## src/rtl/elpis_ctrl_pkg.sv

```systemverilog
// Shared op-codes, sequencer states and default widths for the Elpis boot sequencer.
package elpis_ctrl_pkg;

    localparam int DEF_ADDR_W     = 20;
    localparam int DEF_DATA_W     = 32;
    localparam int DEF_FIFO_DEPTH = 4;
    localparam int DEF_RESET_HOLD = 8;

    localparam logic [1:0] OP_NOP   = 2'b00;
    localparam logic [1:0] OP_LOAD  = 2'b01;
    localparam logic [1:0] OP_START = 2'b10;
    localparam logic [1:0] OP_HALT  = 2'b11;

    typedef enum logic [1:0] {
        S_IDLE = 2'd0,
        S_LOAD = 2'd1,
        S_HOLD = 2'd2,
        S_RUN  = 2'd3
    } state_t;

    // Saturating increment for the 16-bit load counter.
    function automatic logic [15:0] sat_inc16(input logic [15:0] v);
        return (v == 16'hFFFF) ? v : v + 16'd1;
    endfunction

endpackage

```

## src/rtl/elpis_out_fifo.sv

```systemverilog
// Show-ahead synchronous FIFO with clear; a push on a full FIFO is accepted only
// when a pop frees a slot in the same cycle, otherwise it raises an overflow pulse.
module elpis_out_fifo #(
    parameter int DATA_W = 32,
    parameter int DEPTH  = 4
) (
    input  logic              clk,
    input  logic              rst_n,
    input  logic              clr,
    input  logic              push,
    input  logic              pop,
    input  logic [DATA_W-1:0] wdata,
    output logic [DATA_W-1:0] rdata,
    output logic              full,
    output logic              empty,
    output logic              overflow
);

    localparam int PTR_W = $clog2(DEPTH);
    localparam int CNT_W = PTR_W + 1;

    logic [DATA_W-1:0] mem [DEPTH];
    logic [PTR_W-1:0]  wr_ptr;
    logic [PTR_W-1:0]  rd_ptr;
    logic [CNT_W-1:0]  count;
    logic              push_ok;
    logic              pop_ok;

    assign full     = (count == CNT_W'(DEPTH));
    assign empty    = (count == '0);
    assign pop_ok   = pop && !clr && !empty;
    assign push_ok  = push && !clr && (!full || pop);
    assign overflow = push && !clr && full && !pop;
    assign rdata    = mem[rd_ptr];

    // Pointer and occupancy bookkeeping; clear wins over any same-cycle push/pop.
    always_ff @(posedge clk or negedge rst_n) begin
        if (!rst_n) begin
            wr_ptr <= '0;
            rd_ptr <= '0;
            count  <= '0;
        end else if (clr) begin
            wr_ptr <= '0;
            rd_ptr <= '0;
            count  <= '0;
        end else begin
            if (push_ok) wr_ptr <= wr_ptr + PTR_W'(1);
            if (pop_ok)  rd_ptr <= rd_ptr + PTR_W'(1);
            count <= count + CNT_W'(push_ok) - CNT_W'(pop_ok);
        end
    end

    // Storage array write port.
    always_ff @(posedge clk) begin
        if (push_ok) mem[wr_ptr] <= wdata;
    end

endmodule

```

## src/rtl/elpis_boot_sequencer.sv

```systemverilog
// Host-driven boot sequencer for the Elpis core: loads program words while the core
// is held in reset, releases reset after a fixed hold, and buffers core output words.
module elpis_boot_sequencer
    import elpis_ctrl_pkg::*;
#(
    parameter int ADDR_W     = DEF_ADDR_W,
    parameter int DATA_W     = DEF_DATA_W,
    parameter int FIFO_DEPTH = DEF_FIFO_DEPTH,
    parameter int RESET_HOLD = DEF_RESET_HOLD
) (
    input  logic              clk,
    input  logic              rst_n,
    input  logic              host_valid,
    output logic              host_ready,
    input  logic [1:0]        host_op,
    input  logic [ADDR_W-1:0] host_addr,
    input  logic [DATA_W-1:0] host_wdata,
    output logic              core_reset,
    output logic              core_loading,
    output logic              core_mem_we,
    output logic [ADDR_W-1:0] core_mem_addr,
    output logic [DATA_W-1:0] core_mem_data,
    input  logic              core_out_valid,
    input  logic [DATA_W-1:0] core_out_data,
    output logic              rd_valid,
    output logic [DATA_W-1:0] rd_data,
    input  logic              rd_ready,
    output logic [1:0]        state,
    output logic              overflow,
    output logic              cmd_err,
    output logic [15:0]       load_count
);

    localparam int HOLD_W = $clog2(RESET_HOLD + 1);

    state_t            state_q, state_d;
    logic [HOLD_W-1:0] hold_cnt_q, hold_cnt_d;
    logic              core_reset_q;
    logic              loading_q;
    logic [ADDR_W-1:0] addr_q;
    logic [DATA_W-1:0] data_q;
    logic              overflow_q;
    logic              cmd_err_q;
    logic [15:0]       load_count_q;

    logic accept;
    logic latch_load;
    logic fifo_clr;
    logic cmd_err_set;
    logic fifo_push;
    logic fifo_full;
    logic fifo_empty;
    logic fifo_ovf;

    assign host_ready    = (state_q == S_IDLE) || (state_q == S_RUN);
    assign accept        = host_valid && host_ready;
    assign fifo_push     = core_out_valid && (state_q == S_RUN);
    assign core_reset    = core_reset_q;
    assign core_loading  = loading_q;
    assign core_mem_we   = loading_q;
    assign core_mem_addr = addr_q;
    assign core_mem_data = data_q;
    assign rd_valid      = !fifo_empty;
    assign state         = state_q;
    assign overflow      = overflow_q;
    assign cmd_err       = cmd_err_q;
    assign load_count    = load_count_q;

    // Next-state decode; the hold counter is loaded with RESET_HOLD and RUN is entered
    // on the edge after it reaches zero, so reset drops RESET_HOLD+1 edges after START.
    always_comb begin
        state_d     = state_q;
        hold_cnt_d  = hold_cnt_q;
        latch_load  = 1'b0;
        fifo_clr    = 1'b0;
        cmd_err_set = 1'b0;
        case (state_q)
            S_IDLE: begin
                if (accept && host_op == OP_LOAD) begin
                    latch_load = 1'b1;
                    state_d    = S_LOAD;
                end else if (accept && host_op == OP_START) begin
                    fifo_clr   = 1'b1;
                    hold_cnt_d = HOLD_W'(RESET_HOLD);
                    state_d    = S_HOLD;
                end
            end
            S_LOAD: state_d = S_IDLE;
            S_HOLD: begin
                if (hold_cnt_q == '0) state_d = S_RUN;
                else                  hold_cnt_d = hold_cnt_q - HOLD_W'(1);
            end
            S_RUN: begin
                if (accept && host_op == OP_HALT) state_d = S_IDLE;
                if (accept && (host_op == OP_LOAD || host_op == OP_START)) cmd_err_set = 1'b1;
            end
            default: state_d = S_IDLE;
        endcase
    end

    // State register and core control strobes, registered from the next state.
    always_ff @(posedge clk or negedge rst_n) begin
        if (!rst_n) begin
            state_q      <= S_IDLE;
            hold_cnt_q   <= '0;
            core_reset_q <= 1'b1;
            loading_q    <= 1'b0;
        end else begin
            state_q      <= state_d;
            hold_cnt_q   <= hold_cnt_d;
            core_reset_q <= (state_d != S_RUN);
            loading_q    <= (state_d == S_LOAD);
        end
    end

    // Write address/data capture and status flags.
    always_ff @(posedge clk or negedge rst_n) begin
        if (!rst_n) begin
            addr_q       <= '0;
            data_q       <= '0;
            overflow_q   <= 1'b0;
            cmd_err_q    <= 1'b0;
            load_count_q <= '0;
        end else begin
            if (latch_load) begin
                addr_q <= host_addr;
                data_q <= host_wdata;
            end
            if (state_q == S_LOAD) load_count_q <= sat_inc16(load_count_q);
            if (fifo_ovf)          overflow_q   <= 1'b1;
            if (cmd_err_set)       cmd_err_q    <= 1'b1;
        end
    end

    elpis_out_fifo #(
        .DATA_W (DATA_W),
        .DEPTH  (FIFO_DEPTH)
    ) u_out_fifo (
        .clk      (clk),
        .rst_n    (rst_n),
        .clr      (fifo_clr),
        .push     (fifo_push),
        .pop      (rd_ready),
        .wdata    (core_out_data),
        .rdata    (rd_data),
        .full     (fifo_full),
        .empty    (fifo_empty),
        .overflow (fifo_ovf)
    );

endmodule

```

## config.mk

```make
export PLATFORM = sky130hd
export DESIGN_NAME = elpis_boot_sequencer
export DESIGN_NICKNAME = d
export VERILOG_FILES = /design/src/rtl/elpis_ctrl_pkg.sv /design/src/rtl/elpis_out_fifo.sv /design/src/rtl/elpis_boot_sequencer.sv
export SDC_FILE = /design/constraint.sdc
export NUM_CORES = 1
export LEC_CHECK = 0
export ABC_CLOCK_PERIOD_IN_PS = 4300
export BUFFER_PORTS_ARGS = -buffer_cell sky130_fd_sc_hd__buf_2
export CAP_MARGIN = 10
export CELL_PAD_IN_SITES_DETAIL_PLACEMENT = 2
export CELL_PAD_IN_SITES_GLOBAL_PLACEMENT = 2
export CORE_ASPECT_RATIO = 0.9
export CORE_MARGIN = 1.5
export CORE_UTILIZATION = 40
export CTS_CLUSTER_DIAMETER = 50
export CTS_CLUSTER_SIZE = 16
export DETAILED_ROUTE_END_ITERATION = 6
export HOLD_SLACK_MARGIN = 0.06
export PLACE_DENSITY_LB_ADDON = 0.1
export SETUP_SLACK_MARGIN = 0.15
export SLEW_MARGIN = 25
export SYNTH_ARGS = -nofsm -noshare
export SYNTH_HDL_FRONTEND = slang
export SYNTH_SLANG_ARGS = --single-unit
```

## constraint.sdc

```tcl
create_clock -name clk -period 4.3 [get_ports clk]
set_input_delay 0.86 -clock clk [delete_from_list [all_inputs] [get_ports clk]]
set_output_delay 0.86 -clock clk [all_outputs]
set_load 0.1 [all_outputs]
```

==> metrics.md <==
| Metric | Value |
|---|---|
| Clock latency at the later pin of the worst-skew pair | 0.52 ns |
| WP data required | 3.44 ns |
| Worst Skew | 0.02414 ns |
| # DRC | 0 |
| First-pass GRT wire length | 32.36 mm |
| Detail Route Antenna Nets | 0 |
| CTS Sinks | 213 |
| DIE WIDTH | 157.2 um |
| CTS tree | built |
| Slowest stage cell, crit path | dfrtp_2 |
| Max-cap viol count | 0 |
| Final RePlAce weighted congestion | 0.7692 |
| Fmax | 0.2944 GHz |
| H-tree Lvls | 1 |
| Post CTS Setup Buffer Count | 0 |
| R2R Setup Slk | 1.01 ns |
| Worst hold path class | in2async |
| Clk buf depth | 3 |
| Via count | 4945 |
| Final Setup Violations | 0 |
| Vias per cell | 4.995 |
| DIE AREA | 0.02230 mm2 |
| Port bufs | 199 |
| Max incr delay on CP | 0.78 ns |
| R2r startpoint | state[0] |
| Share of cells above drive strength 1 | 50.99% |
| Detailed Place HPWL | 14.50 mm |
| Largest net degree at the start of global routing | 66 |
| Dominant synthesized flop cell | edfxtp_1 |
| Synth warnings | 0 |
| Chip height | 141.8 um |
| Synthesized area | 0.008564 mm2 |
| Syn Inst Count | 472 |
| Root Buffer | clkbuf_16 |
| Total global routing overflow | 0 |
| Cell family with most CP delay | flip-flops |
| Startpoint Class | flip-flop |
| Endpoint class of the critical path | output pin |
| Rel. slew slack | 39.14% |
| Initial drt markers | 159 |
| Netlist cell types | 58 |
| I/O Pins | 200 |
| FF+latch count, synth | 213 |
| Initial core utilization | 40.99% |
| Final hold viol count | 0 |
| Total track usage | 19.28% |
| Slew @ Worst Pin | 0.9129 ns |
| Total iterations of the first detailed-routing run | 4 |
| Post_cts resized | 0 |
| Mean area per synthesized cell | 18.15 um2 |
| Outcome | finished clean |
| Row cnt | 50 |
| Crit Path Max Fanout | 18 |
| Area delta synth->final | 24.82% |
| Critical Path, Cell by Cell | buf_4, mux4_2, buf_2 |
| Worst Path Arrival | 2.54 ns |
| Worst-path clk slew | 0.07 ns |
| Initial antenna violation count | 0 |
| Crit share post-route | 78.99% |
| Drt total wl | 20.95 mm |
| Ys async rst share | 39.91% |
| Setup_tns | 0 ns |
| FF-to-FF End | u_out_fifo.count[2] |
| RSZ-0062 raised after global routing | no |
| Fin crit period | 3.397 ns |
| Hold buffer count at CTS | 0 |
| Final Max Slew Viols | 0 |
| Vias in the first global route | 5714 |
| Final nets | 794 |
| Syn nets | 580 |
| Core ar. | 0.02090 mm2 |
| Cells on worst reg2reg path | 14 |
| Total CTS buffers | 24 |
| Worst setup path class | reg2out |
| ANT cells | 0 |
| Buf/Inv on CP | 2 |
| Avg WL per Cell | 21.16 um |
| EDFF count, synth | 128 |
| Proportion of synthesized chip area in sequential cells | 69.73% |
-- routing by layer --
layer | GRT usage (%) | part of all wire (%) | up-vias
met3 | 5.712 | 7.0 | 30
li1 | - | - | 2225
met1 | 22.36 | 39 | 2533
met4 | 4.270 | 1.8 | 0
met5 | 0 | 0 | -
met2 | 35.08 | 52 | 157
-- flip-flops by register name, summed over array words and instances, names as in the netlist --
| register | flops |
|---|---|
| u_out_fifo.count | 3 |
| u_out_fifo.rd_ptr | 2 |
| core_mem_data | 32 |
| load_count | 16 |
| state | 2 |
| u_out_fifo.wr_ptr | 2 |
| core_reset | 1 |
| core_mem_addr | 20 |
| overflow | 1 |
| hold_cnt_q | 4 |
| cmd_err | 1 |
| core_loading | 1 |
| u_out_fifo.mem | 128 |
-- kinds of logic after synthesis --
group	synth area share [%]
DFF	69.73
muxes	16.32
and+or+nand+nor	5.376
buffers and inverters	2.133
AOI/OAI and AO/OA	2.440
adders and majority gates	2.571
xor gates and xnor gates	1.432
-- Yosys cell counts, drive strengths merged (2+ instances only) --
master,n,area share [%]
a211oi,2,0.29
a21oi,5,0.29
a41o,2,0.23
and2,6,0.44
buf,13,1.3
clkbuf,5,0.22
dfrtp,84,25
edfxtp,128,45
ha,16,2.3
inv,15,0.66
mux2,56,7.7
mux2i,2,0.23
mux4,32,8.4
nand2,17,0.75
nand3,4,0.23
nand3b,2,0.18
nand4,6,0.69
nor2,17,0.75
nor2b,2,0.15
nor3,6,0.47
o21ai,9,0.66
or2,4,0.29
or3,3,0.34
xnor2,7,0.72
xor2,7,0.72
-- cell usage in the layout, fill, tap and decap left out, types with 4 or more instances in the layout --
master,netlist,layout
nor3_1,4,4
buf_2,5,198
ha_1,16,16
edfxtp_1,128,128
buf_4,2,8
nor2_1,17,17
mux2_4,7,7
and2_2,0,4
or2_2,3,4
inv_1,14,14
mux2_2,48,48
dfrtp_1,84,83
xnor2_1,7,7
a21oi_1,5,5
xor2_1,7,7
nand3_1,4,4
mux4_2,32,32
o21ai_0,8,8
clkbuf_16,0,26
nand2_1,17,17
nand4_1,4,4
-- worst max path at each step --
stage               cells past startpoint                 start  slack (ns)             endpoint
global placement                       15            host_op[1]        0.84  u_out_fifo.count[2]
detailed placement                     15            host_op[1]        0.65  u_out_fifo.count[2]
finish                                  3  u_out_fifo.rd_ptr[0]        0.90           rd_data[2]
floorplan                              15              state[0]        0.74  u_out_fifo.count[2]
CTS                                     3  u_out_fifo.rd_ptr[0]        0.83           rd_data[2]
global route                           14              state[0]        0.71  u_out_fifo.count[2]
-- layout make-up --
class                           count  area [um2]
Tap cell                          286       357.8
Fill cell                        1968       10200
Timing Repair Buffer              206        1051
Sequential cell                   213        5973
Inverter                           15       56.30
Clock buffer                       30       675.6
Clock inverter                     14       161.4
Multi-Input combinational cell    226        2415
-- per-stage QoR --
| stage | area (um2) | setup slack [ns] | utilization, % | hold WS [ns] | cells |
|---|---|---|---|---|---|
| after floorplan | 8564 | 0.7370 | - | 0.5160 | 472 |
| after global placement | 9853 | 0.8363 | 47.16 | 0.4509 | 946 |
| after detailed placement | 9853 | 0.6501 | 47.16 | 0.4569 | 946 |
| after CTS | 10690 | 0.8255 | 51.16 | 0.4738 | 990 |
| after global routing | 10690 | 0.7107 | 51.16 | 0.4958 | 990 |
| final | 10690 | 0.9034 | 51.16 | 0.4541 | 990 |
Power is left out: the tool's default activity adds up to more than one toggle a clock period on the data nets, which glitch-free logic cannot reach.
